## src/rtl/add32_seq_ctrl.sv

```systemverilog
// Two-step sequential adder: low half then high half, carry held between steps.
// Valid/ready handshake on both operand input and result output.
module add32_seq_ctrl #(
   parameter int n = 32,
   parameter int m = 16
) (
   input  logic         clk,
   input  logic         rst_n,
   input  logic         in_valid,
   output logic         in_ready,
   input  logic         cin,
   input  logic [n-1:0] a,
   input  logic [n-1:0] b,
   output logic         out_valid,
   input  logic         out_ready,
   output logic [n-1:0] s,
   output logic         cout
);

   localparam logic [1:0] IDLE = 2'd0;
   localparam logic [1:0] LO   = 2'd1;
   localparam logic [1:0] HI   = 2'd2;
   localparam logic [1:0] DONE = 2'd3;

   logic [1:0]   state;
   logic [1:0]   nxt;
   logic [n-1:0] a_r;
   logic [n-1:0] b_r;
   logic         cin_r;
   logic         hc;
   logic         accept;
   logic [m:0]   lo_sum;
   logic [n-m:0] hi_sum;

   assign accept = in_valid && in_ready;

   // Operands are only taken when idle or when the result leaves this cycle.
   always_comb begin
      in_ready = 1'b0;
      case (state)
         IDLE:    in_ready = 1'b1;
         DONE:    in_ready = out_ready;
         default: in_ready = 1'b0;
      endcase
   end

   // Next-state: LO and HI always advance; DONE waits for the consumer.
   always_comb begin
      nxt = state;
      case (state)
         IDLE:    nxt = accept ? LO : IDLE;
         LO:      nxt = HI;
         HI:      nxt = DONE;
         DONE: begin
            if (out_ready)
               nxt = in_valid ? LO : IDLE;
            else
               nxt = DONE;
         end
         default: nxt = IDLE;
      endcase
   end

   // Half-width sums from the captured operands.
   always_comb begin
      lo_sum = {1'b0, a_r[m-1:0]} + {1'b0, b_r[m-1:0]}
             + {{m{1'b0}}, cin_r};
      hi_sum = {1'b0, a_r[n-1:m]} + {1'b0, b_r[n-1:m]}
             + {{(n-m){1'b0}}, hc};
   end

   // State register and result-valid flag.
   always_ff @(posedge clk or negedge rst_n) begin
      if (!rst_n) begin
         state     <= IDLE;
         out_valid <= 1'b0;
      end else begin
         state     <= nxt;
         out_valid <= (nxt == DONE);
      end
   end

   // Capture operands at accept so later input changes cannot disturb them.
   always_ff @(posedge clk or negedge rst_n) begin
      if (!rst_n) begin
         a_r   <= '0;
         b_r   <= '0;
         cin_r <= 1'b0;
      end else if (accept) begin
         a_r   <= a;
         b_r   <= b;
         cin_r <= cin;
      end
   end

   // Low half and inter-half carry in LO, high half and carry-out in HI.
   always_ff @(posedge clk or negedge rst_n) begin
      if (!rst_n) begin
         s    <= '0;
         hc   <= 1'b0;
         cout <= 1'b0;
      end else if (state == LO) begin
         s[m-1:0] <= lo_sum[m-1:0];
         hc       <= lo_sum[m];
      end else if (state == HI) begin
         s[n-1:m] <= hi_sum[n-m-1:0];
         cout     <= hi_sum[n-m];
      end
   end

endmodule

```

## config.mk

```make
export PLATFORM = sky130hd
export DESIGN_NAME = add32_seq_ctrl
export DESIGN_NICKNAME = d
export VERILOG_FILES = /design/src/rtl/add32_seq_ctrl.sv
export SDC_FILE = /design/constraint.sdc
export NUM_CORES = 1
export LEC_CHECK = 0
export BUFFER_PORTS_ARGS = -buffer_cell sky130_fd_sc_hd__buf_4
export CAP_MARGIN = 20
export CELL_PAD_IN_SITES_DETAIL_PLACEMENT = 1
export CELL_PAD_IN_SITES_GLOBAL_PLACEMENT = 1
export CORE_ASPECT_RATIO = 0.7
export CORE_MARGIN = 4
export CORE_UTILIZATION = 49
export CTS_BUF_LIST = sky130_fd_sc_hd__clkbuf_8
export CTS_CLUSTER_DIAMETER = 120
export DETAILED_ROUTE_END_ITERATION = 8
export PLACE_DENSITY = 0.94
export SYNTH_ARGS = -nofsm -noshare
export SYNTH_HDL_FRONTEND = slang
export SYNTH_SLANG_ARGS = --single-unit
```

## constraint.sdc

```tcl
create_clock -name clk -period 5.27 [get_ports clk]
set_input_delay 1.054 -clock clk [delete_from_list [all_inputs] [get_ports clk]]
set_output_delay 1.054 -clock clk [all_outputs]
set_load 0.05 [all_outputs]
```

==> results of run 1 <==
-- registers in the layout, summed over array words and instances (netlist names) --
name / cells
state: 2
b_r: 32
a_r: 32
cin_r: 1
cout: 1
hc: 1
out_valid: 1
s: 32
-- how the worst min path moves through the flow --
stage                       to  slack (ns)  cells after the start
after global placement    s[3]        0.47                      1
after CTS                 s[3]        0.50                      1
after floorplan             hc        0.48                      2
after detailed placement  s[3]        0.47                      1
final                     s[3]        0.50                      1
after global routing      s[3]        0.53                      1
-- stage by stage --
| stage | utilization | hold WS [ns] |
|---|---|---|
| floorplan | - | 0.482 |
| global placement | 0.582 | 0.475 |
| detailed placement | 0.582 | 0.474 |
| CTS | 0.600 | 0.501 |
| global route | 0.602 | 0.531 |
| finish | 0.602 | 0.501 |
-- final cells by class --
cell class	count	area, sq um
Tap cell	153	191
Multi-Input combinational cell	344	2800
Fill cell	1183	4380
Timing Repair Buffer	108	823
Clock inverter	7	75.1
Inverter	15	56.3
Sequential cell	102	2550
Clock buffer	9	124
-- logic make-up after synthesis --
group,Yosys count,share of synthesized area
compound gates,108,0.127
xor+xnor,19,0.0302
fa+ha+maj,38,0.0919
buf+inv,35,0.0268
flops,102,0.464
mux,88,0.179
simple gates,91,0.0809
-- metal layers --
metal,share of wire,vias to the layer above
met3,0.055,33
met4,0.022,0
li1,-,1969
met1,0.42,2216
met2,0.51,141
met5,0,-
-- cell usage after synthesis, drive strengths merged, types with 2 or more instances --
library cell,number
nor2b,2
and2,5
o311ai,4
nand2,29
a31o,3
a41oi,3
a32oi,2
o211ai,6
o22ai,2
a31oi,3
o21a,2
clkbuf,10
nor3,5
nand2b,4
mux2i,5
o21bai,2
nand4,11
o21ai,19
nor2,21
xor2,5
a211o,3
a211oi,6
fa,4
mux2,83
dfrtp,102
a21o,7
inv,15
and3,5
a21oi,35
ha,34
or3,2
a22oi,2
o31ai,2
xnor2,14
nand3,3
buf,10
-- worst register-to-register path, delay by kind of cell (launching register included) --
family	cells	cell delay, ns
flip-flops	1	0.41
adder cells (fa/ha/maj)	2	0.93
multiplexers	1	0.28
XOR/XNOR	1	0.10
AO/OA/AOI/OAI	3	1.14
==> impl_table.tex, run 1 <==
\begin{tabular}{lr}
\hline
Metric & Value \\
\hline
\multicolumn{2}{l}{\textbf{Synth}} \\
\quad Count of yosys warnings during synthesis & 0 \\
\quad Synthesized area per cell & 11.4 sq um \\
\quad Cell type with the highest aggregate area in the netlist & dfrtp\_1 \\
\quad Synthesized instance count & 481 \\
\quad Flip-flop and latch count after synthesis & 102 \\
\quad Post-synthesis cell type count & 54 \\
\quad Leading cell types by total area after synthesis & dfrtp\_1 (46\%), mux2\_2 (17\%), ha\_1 (7.7\%) \\
\quad Post-synthesis instance area & 0.00550 sq mm \\
\quad Synthesized net count & 588 \\
\quad Asr flop ratio synth & 1.00 \\
\quad Primary flip-flop cell chosen by synthesis mapping & dfrtp\_1 \\
\quad Synth top area share & 0.464 \\
\quad EDFF count, synth & 0 \\
\quad Sequential-to-total area share from yosys stat & 0.464 \\
\multicolumn{2}{l}{\textbf{Critical path}} \\
\quad Signal arrival time at the worst endpoint & 3.25 ns \\
\quad Data required time at the worst endpoint & 5.54 ns \\
\quad Slowest cell on crit path & fa\_1 \\
\quad Count of buffering cells on the critical path with inverters included & 0 \\
\quad Total number of cells along the worst setup path & 7 \\
\quad Critical path destination & s[8] \\
\quad Worst path top cell family by delay & compound AO/OA/AOI/OAI gates \\
\quad Worst r2r src & a\_r[0] \\
\quad Critical path endpoint category & flip-flop \\
\quad Largest fanout on the critical path & 5 \\
\quad Startpoint kind of the worst setup timing path & flip-flop \\
\quad Reg2Reg Setup Slack & 2.29 ns \\
\quad CP Cell Sequence & fa\_1, fa\_1, a21oi\_1, o211ai\_1, a31oi\_1, xnor2\_1, mux2\_2 \\
\quad Crit-path most repeated cell & fa\_1 \\
\quad Worst Setup SP & a\_r[0] \\
\quad Capture point of the worst reg-to-reg path & s[8] \\
\quad Cell count of the worst reg-to-reg path & 7 \\
\quad Critical Path Max Stage Delay & 0.49 ns \\
\quad Critical setup path kind & flip-flop to flip-flop \\
\multicolumn{2}{l}{\textbf{Detailed routing}} \\
\quad TritonRoute pass-1 iters & 6 \\
\quad Post-detailed-route via-to-cell ratio & 5.91 \\
\quad Wire per inst & 21.7 microns \\
\quad Via count & 4359 \\
\quad DRC violations left & 0 \\
\quad Routed Wire Length & 16000 microns \\
\quad Antenna Nets Post-Route & 0 \\
\quad Iter 0 DRT Violations & 251 \\
\multicolumn{2}{l}{\textbf{Placed design}} \\
\quad Gp weighted congestion & 0.864 \\
\quad Placed cell count & 721 \\
\quad Post-DP HPWL & 11800 microns \\
\quad Worst setup timing slack at the placement stage & 2.00 ns \\
\quad Count of buffers inserted at the top-level ports & 103 \\
\quad Cell Area, Placed & 0.00641 sq mm \\
\multicolumn{2}{l}{\textbf{Global routing}} \\
\quad Wire length of the first global-routing pass & 26100 microns \\
\quad Global-route total usage across every layer & 0.251 \\
\quad Initial antenna violation count & 0 \\
\quad Busiest layer in global routing & met2 \\
\quad Largest net degree at the start of global routing & 53 \\
\quad Met3 Use GR & 0.0457 \\
\quad Global-route met2 utilization & 0.420 \\
\quad Routing usage on met1 & 0.328 \\
\quad Number of global-route vias before repair & 4921 \\
\quad GR Overflow Total & 0 \\
\multicolumn{2}{l}{\textbf{Die}} \\
\quad Die span in y & 96.7 microns \\
\quad Initial Util & 0.500 \\
\quad Die footprint & 0.0130 sq mm \\
\quad Cell Rows & 32 \\
\quad Die Wd & 135 microns \\
\quad Top-level port count & 104 \\
\quad Area of the core region & 0.0110 sq mm \\
\multicolumn{2}{l}{\textbf{STA}} \\
\quad Worst slew margin & 0.500 \\
\quad Pin slew with the least headroom to its limit & 0.746 ns \\
\quad Setup repair after global routing missed its margin & false \\
\quad Minimum clock period after layout & 2.98 ns \\
\quad Top achievable clock speed & 335 MHz \\
\quad Period Utilization, post-route & 0.566 \\
\quad Final sum of negative setup slack & 0 ns \\
\quad Final-report setup violation count & 0 \\
\quad Final-report max-slew violation count & 0 \\
\quad Layout Skew & 0.0105 ns \\
\quad Number of endpoints with negative hold slack in the final report & 0 \\
\quad Final setup slack of the worst path & 2.29 ns \\
\multicolumn{2}{l}{\textbf{Finish}} \\
\quad Post-Layout Inst Area & 0.00663 sq mm \\
\quad Layout area overhead & 20.4\% \\
\quad Post-Layout Cell Count & 738 \\
\quad Ant diodes & 0 \\
\quad Leading cell type in the layout, fill and taps excluded & buf\_4 \\
\quad Total number of nets in the final design & 687 \\
\quad Most frequent cells in the layout & buf\_4 (107), dfrtp\_1 (102), mux2\_2 (83) \\
\quad Layout cells sized above 1 & 0.368 \\
\multicolumn{2}{l}{\textbf{Clock network}} \\
\quad Buffer count from post-CTS setup fixing & 0 \\
\quad CTS Sinks & 102 \\
\quad CTS resizes & 0 \\
\quad Clock slew at the register clock pins of the worst setup and hold paths & 0.11 ns \\
\quad H-tree levels & 3 \\
\quad Quantity of hold-fixing buffers added after cts & 0 \\
\quad Clock tree from TritonCTS & done \\
\quad Clk buf depth & 2 \\
\quad Total clock buffers created by CTS & 9 \\
\quad CTS Root Buffer Type & clkbuf\_8 \\
\quad Clock latency at the later pin of the worst-skew pair & 0.38 ns \\
\multicolumn{2}{l}{\textbf{Run status}} \\
\quad Run status & complete, no violations \\
\multicolumn{2}{l}{\textbf{Run}} \\
\quad Maxcap violations & 0 \\
\multicolumn{2}{l}{\textbf{Hold path}} \\
\quad Startpoint of the lowest-slack hold path & s[3] \\
\quad Type of the tightest min-delay check & flip-flop to flip-flop \\
\hline
\end{tabular}
Power of run 1 is not shown: default switching activity piles up to over one toggle a cycle in this logic, so the estimate is an artifact.
==> run 2: changes to the inputs <==
--- a/config.mk
+++ b/config.mk
@@ -11,11 +11,11 @@
 export CELL_PAD_IN_SITES_GLOBAL_PLACEMENT = 1
 export CORE_ASPECT_RATIO = 0.7
 export CORE_MARGIN = 4
-export CORE_UTILIZATION = 49
+export CORE_UTILIZATION = 45
 export CTS_BUF_LIST = sky130_fd_sc_hd__clkbuf_8
 export CTS_CLUSTER_DIAMETER = 120
 export DETAILED_ROUTE_END_ITERATION = 8
-export PLACE_DENSITY = 0.94
+export PLACE_DENSITY = 0.88
 export SYNTH_ARGS = -nofsm -noshare
 export SYNTH_HDL_FRONTEND = slang
 export SYNTH_SLANG_ARGS = --single-unit
==> constraint.sdc (replaced) <==
create_clock -name clk -period 2.8 [get_ports clk]
set_input_delay 0.56 -clock clk [delete_from_list [all_inputs] [get_ports clk]]
set_output_delay 0.56 -clock clk [all_outputs]
set_load 0.05 [all_outputs]
==> run 2 against run 1 <==
  * Routed wire length shrank 9.1%
  * First-iteration DRC count shrank 30%
  * Cell area shrank 0.13%
  * Critical path depth is the same
  * Clock skew shrank 0.00077 ns
  * Die area grew 8.2%
  * Setup slack lost 2.1 ns
  * Register-to-register slack lost 2.1 ns
  * Maximum frequency grew 12%
  * Sequential share of layout area grew 0.051 points
  * Worst hold slack lost 0.31 ns
==> impl_table.tex, run 2 (synthesis gave the netlist of run 1 again) <==
\begin{tabular}{lr}
\hline
Metric & Value \\
\hline
\multicolumn{2}{l}{\textbf{Run}} \\
\quad Maxcap violations & 0 \\
\multicolumn{2}{l}{\textbf{STA}} \\
\quad Layout Skew & 0.00972 ns \\
\quad Final-report setup violation count & 0 \\
\quad Worst slew margin & 0.598 \\
\quad Pin slew with the least headroom to its limit & 0.603 ns \\
\quad Minimum clock period after layout & 2.65 ns \\
\quad Number of endpoints with negative hold slack in the final report & 0 \\
\quad Top achievable clock speed & 377 MHz \\
\quad Period Utilization, post-route & 0.947 \\
\quad Final sum of negative setup slack & 0 ns \\
\quad Final setup slack of the worst path & 0.149 ns \\
\quad Final-report max-slew violation count & 0 \\
\quad Setup repair after global routing missed its margin & false \\
\multicolumn{2}{l}{\textbf{Placed design}} \\
\quad Post-DP HPWL & 11300 microns \\
\quad Gp weighted congestion & 0.868 \\
\quad Count of buffers inserted at the top-level ports & 103 \\
\quad Worst setup timing slack at the placement stage & 0.0692 ns \\
\quad Placed cell count & 727 \\
\multicolumn{2}{l}{\textbf{Critical path}} \\
\quad Startpoint kind of the worst setup timing path & flip-flop \\
\quad Signal arrival time at the worst endpoint & 2.90 ns \\
\quad Largest fanout on the critical path & 5 \\
\quad Data required time at the worst endpoint & 3.05 ns \\
\quad Critical path endpoint category & flip-flop \\
\quad Critical setup path kind & flip-flop to flip-flop \\
\multicolumn{2}{l}{\textbf{Die}} \\
\quad Die footprint & 0.0141 sq mm \\
\quad Cell Rows & 33 \\
\quad Die Wd & 140 microns \\
\quad Die span in y & 101 microns \\
\quad Top-level port count & 104 \\
\quad Initial Util & 0.464 \\
\quad Area of the core region & 0.0119 sq mm \\
\multicolumn{2}{l}{\textbf{Global routing}} \\
\quad Largest net degree at the start of global routing & 66 \\
\quad Wire length of the first global-routing pass & 23600 microns \\
\quad Global-route total usage across every layer & 0.210 \\
\quad Initial antenna violation count & 0 \\
\quad Number of global-route vias before repair & 4667 \\
\quad GR Overflow Total & 0 \\
\multicolumn{2}{l}{\textbf{Finish}} \\
\quad Leading cell type in the layout, fill and taps excluded & buf\_4 \\
\quad Layout cells sized above 1 & 0.373 \\
\quad Layout area overhead & 20.3\% \\
\quad Number of fillers in the final layout & 1278 \\
\quad Total number of nets in the final design & 689 \\
\quad Biggest regs & a\_r (32), b\_r (32), s (32) \\
\quad Ant diodes & 0 \\
\quad Most frequent cells in the layout & buf\_4 (109), dfrtp\_1 (102), mux2\_2 (83) \\
\quad Post-Layout Cell Count & 742 \\
\multicolumn{2}{l}{\textbf{Hold path}} \\
\quad Type of the tightest min-delay check & input pin to async pin \\
\multicolumn{2}{l}{\textbf{Clock network}} \\
\quad CTS Root Buffer Type & clkbuf\_8 \\
\quad Total clock buffers created by CTS & 9 \\
\quad Clock latency at the later pin of the worst-skew pair & 0.37 ns \\
\quad Clk buf depth & 2 \\
\quad Clock tree from TritonCTS & done \\
\quad Clock slew at the register clock pins of the worst setup and hold paths & 0.10 ns \\
\quad CTS Sinks & 102 \\
\quad H-tree levels & 3 \\
\multicolumn{2}{l}{\textbf{Detailed routing}} \\
\quad Wire per inst & 19.6 microns \\
\quad DRC violations left & 0 \\
\quad Routed Wire Length & 14600 microns \\
\quad Post-detailed-route via-to-cell ratio & 5.73 \\
\quad Antenna Nets Post-Route & 0 \\
\quad Iter 0 DRT Violations & 176 \\
\quad Via count & 4250 \\
\quad TritonRoute pass-1 iters & 4 \\
\multicolumn{2}{l}{\textbf{Run status}} \\
\quad Run status & complete, no violations \\
\hline
\end{tabular}
==> run 2: cell types whose count changed in the layout (fill, tap and decap cells not counted), sizes merged <==
cell      before  now
clkinv         3    1
inv           17   16
bufinv         1    0
buf          108  110
clkinvlp       1    3
==> run 2: layer usage <==
layer / share of wire / wire, microns / track usage / up-vias
li1: - / - / - / 1961
met1: 0.46 / 6660 / 0.280 / 2156
met2: 0.48 / 6970 / 0.346 / 112
met3: 0.047 / 684 / 0.0450 / 21
met4: 0.017 / 241 / 0.0640 / 0
met5: 0 / 0 / 0 / -
==> run 2: repair_timing <==
item | CTS | global route
hold buffers | 0 | 0
gates resized for setup | 0 | 2
buffers inserted | 0 | 1
setup endpoints to repair | 0 | 7
==> run 2: critical path, cell delays in order (launching register included) <==
cell,delay (ns)
dfrtp_1,0.41
fa_1,0.50
fa_1,0.46
a21oi_2,0.24
o211ai_1,0.26
a31oi_1,0.26
xnor2_1,0.11
mux2_2,0.29
==> run 2: worst paths after layout <==
kind,end,depth (start not counted),slack (ns),start
max in group asynchronous,a_r[9],2,1.79,rst_n
setup / recovery,s[10],7,0.15,a_r[0]
hold / removal,b_r[2],1,0.19,rst_n
hold reg to reg,s[6],1,0.50,s[6]
setup reg to reg,s[10],7,0.15,a_r[0]
min in group clk,b_r[2],2,0.42,b[2]
==> run 2: metrics by stage <==
step | hold WS, ns | util | cell area (sq um)
6_report | 0.186 | 0.558 | 6620
5_1_grt | 0.225 | 0.558 | 6620
4_1_cts | 0.205 | 0.557 | 6600
3_5_place_dp | 0.486 | 0.543 | 6440
3_3_place_gp | 0.482 | 0.543 | 6440
2_1_floorplan | 0.264 | - | 5500
==> run 2: layout make-up <==
cell class / instances / area [sq um] / area share
clock buffer: 9 / 124 / 0.0187
timing repair buffer: 110 / 838 / 0.127
clock inverter: 5 / 36.3 / 0.00548
sequential: 102 / 2550 / 0.386
tap: 157 / 196 / 0.0297
inverter: 15 / 56.3 / 0.00851
multi-input combinational: 344 / 2810 / 0.425
Power of run 2 is left out for the same reason.
==> run 3: changes to the inputs <==
--- a/config.mk
+++ b/config.mk
@@ -15,7 +15,8 @@
 export CTS_BUF_LIST = sky130_fd_sc_hd__clkbuf_8
 export CTS_CLUSTER_DIAMETER = 120
 export DETAILED_ROUTE_END_ITERATION = 8
-export PLACE_DENSITY = 0.88
+export MAX_ROUTING_LAYER = met4
+export PLACE_DENSITY = 0.87
 export SYNTH_ARGS = -nofsm -noshare
 export SYNTH_HDL_FRONTEND = slang
 export SYNTH_SLANG_ARGS = --single-unit
==> run 3 against run 2 <==
  * Critical path depth is the same
  * Setup slack lost 0.014 ns
  * Register-to-register slack is essentially flat
  * Clock skew grew 0.0049 ns
  * Maximum frequency shrank 0.54%
  * Global-route usage grew 2.1 points
  * Cell area grew 1.3%
  * Cell count shrank 0.13%
  * Sequential share of layout area shrank 0.51 points
  * Non-clock buffer count shrank 2
  * Critical path type unchanged
  * Largest cell class unchanged
==> impl_table.tex, run 3 (synthesis gave the netlist of run 1 again) <==
\begin{tabular}{lr}
\hline
Metric & Value \\
\hline
\multicolumn{2}{l}{\textbf{Clock network}} \\
\quad CTS Sinks & 102 \\
\quad Total clock buffers created by CTS & 9 \\
\quad H-tree levels & 3 \\
\quad Clock tree from TritonCTS & done \\
\quad CTS Root Buffer Type & clkbuf\_8 \\
\quad Clock slew at the register clock pins of the worst setup and hold paths & 0.10 ns \\
\quad Quantity of hold-fixing buffers added after cts & 0 \\
\quad Buffer count from post-CTS setup fixing & 0 \\
\quad Clk buf depth & 2 \\
\quad Clock latency at the later pin of the worst-skew pair & 0.38 ns \\
\multicolumn{2}{l}{\textbf{Global routing}} \\
\quad Global-route total usage across every layer & 0.230 \\
\quad Initial antenna violation count & 0 \\
\quad Wire length of the first global-routing pass & 25000 microns \\
\quad Number of global-route vias before repair & 4691 \\
\quad GR Overflow Total & 0 \\
\quad Largest net degree at the start of global routing & 66 \\
\multicolumn{2}{l}{\textbf{Placed design}} \\
\quad Post-DP HPWL & 11500 microns \\
\quad Cell Area, Placed & 0.00644 sq mm \\
\quad Gp weighted congestion & 0.911 \\
\quad Placed cell count & 726 \\
\quad Count of buffers inserted at the top-level ports & 103 \\
\multicolumn{2}{l}{\textbf{Finish}} \\
\quad Most frequent cells in the layout & buf\_4 (106), dfrtp\_1 (102), mux2\_2 (83) \\
\quad Post-Layout Inst Area & 0.00671 sq mm \\
\quad Post-Layout Cell Count & 741 \\
\quad Register area & 0.00255 sq mm \\
\quad Ant diodes & 0 \\
\quad Final Util & 0.566 \\
\quad Leading cell type in the layout, fill and taps excluded & buf\_4 \\
\quad Layout area overhead & 21.9\% \\
\quad Biggest regs & a\_r (32), b\_r (32), s (32) \\
\quad Total number of nets in the final design & 687 \\
\quad Number of fillers in the final layout & 1252 \\
\quad Multi-input gate area in the final layout & 0.00282 sq mm \\
\quad Layout cells sized above 1 & 0.373 \\
\multicolumn{2}{l}{\textbf{Detailed routing}} \\
\quad Post-detailed-route via-to-cell ratio & 5.74 \\
\quad TritonRoute pass-1 iters & 4 \\
\quad Wire per inst & 20.4 microns \\
\quad Antenna Nets Post-Route & 0 \\
\quad Routed Wire Length & 15100 microns \\
\quad Iter 0 DRT Violations & 142 \\
\quad DRC violations left & 0 \\
\quad Via count & 4254 \\
\multicolumn{2}{l}{\textbf{Die}} \\
\quad Top-level port count & 104 \\
\quad Initial Util & 0.464 \\
\quad Die Wd & 140 microns \\
\quad Cell Rows & 33 \\
\quad Die span in y & 101 microns \\
\quad Die footprint & 0.0141 sq mm \\
\quad Area of the core region & 0.0119 sq mm \\
\multicolumn{2}{l}{\textbf{Hold path}} \\
\quad Type of the tightest min-delay check & input pin to async pin \\
\multicolumn{2}{l}{\textbf{Critical path}} \\
\quad Startpoint kind of the worst setup timing path & flip-flop \\
\quad Slowest cell on crit path & fa\_1 \\
\quad Signal arrival time at the worst endpoint & 2.97 ns \\
\quad Critical path endpoint category & flip-flop \\
\quad Largest fanout on the critical path & 3 \\
\quad Critical setup path kind & flip-flop to flip-flop \\
\quad CP Cell Sequence & fa\_1, fa\_1, a21o\_1, a221oi\_2, o21ai\_1, a41oi\_2, mux2i\_1 \\
\quad Crit-path most repeated cell & fa\_1 \\
\quad Cell count of the worst reg-to-reg path & 7 \\
\quad Critical Path Max Stage Delay & 0.50 ns \\
\quad Data required time at the worst endpoint & 3.11 ns \\
\multicolumn{2}{l}{\textbf{STA}} \\
\quad Final-report setup violation count & 0 \\
\quad Number of endpoints with negative hold slack in the final report & 0 \\
\quad Layout Skew & 0.0146 ns \\
\quad Period Utilization, post-route & 0.952 \\
\quad Final sum of negative setup slack & 0 ns \\
\quad Worst slew margin & 0.564 \\
\quad Pin slew with the least headroom to its limit & 0.651 ns \\
\quad Setup repair after global routing missed its margin & false \\
\quad Top achievable clock speed & 375 MHz \\
\quad Final-report max-slew violation count & 0 \\
\quad Minimum clock period after layout & 2.67 ns \\
\multicolumn{2}{l}{\textbf{Run status}} \\
\quad Run status & complete, no violations \\
\multicolumn{2}{l}{\textbf{Run}} \\
\quad Maxcap violations & 0 \\
\hline
\end{tabular}
-- run 3: cell types whose count changed in the layout (fill, tap and decap cells not counted), sizes merged --
cell / change
clkinvlp: -2
clkinv: -1
bufinv: +3
clkbuf: +1
buf: -2
-- run 3: critical path, delay by kind of cell (launching register included) --
| kind | cells | cell delay [ns] |
|---|---|---|
| flops | 1 | 0.41 |
| mux | 1 | 0.22 |
| fa+ha+maj | 2 | 0.94 |
| compound gates | 4 | 1.02 |
-- run 3: path summary, 6_finish.rpt --
kind,endpoint,start,slack (ns)
min reg2reg,s[3],s[3],0.49
max reg2reg,s[28],a_r[16],0.13
max,s[28],a_r[16],0.13
min,b_r[1],rst_n,0.15
max in group asynchronous,s[22],rst_n,1.90
min in group clk,a_r[26],a[26],0.40
-- run 3: cell type report --
class,instances,share of cell area
multi-input combinational,344,0.421
timing repair buffer,108,0.125
inverter,15,0.00840
clock inverter,5,0.0159
clock buffer,10,0.0205
tap,157,0.0293
sequential,102,0.381
-- run 3: routing by layer --
metal,track usage,up-vias,routed length [microns]
met4,0.0655,0,207
li1,-,1966,-
met1,0.302,2145,6780
met2,0.369,126,7330
met5,-,-,0
met3,0.0455,17,788
-- run 3: timing repair --
item                                    in CTS  in global routing
pin swaps                                    0                  1
endpoints found under the setup margin       1                  3
resized for setup                            1                  2
endpoints found under the hold margin        0                  0
-- run 3: stage by stage --
step	hold slack, ns	setup slack (ns)
3_5_place_dp	0.470	0.0197
3_3_place_gp	0.484	0.183
5_1_grt	0.194	0.0198
4_1_cts	0.158	0.0932
2_1_floorplan	0.264	0.289
6_report	0.154	0.135
Power of run 3 is left out for the same reason.
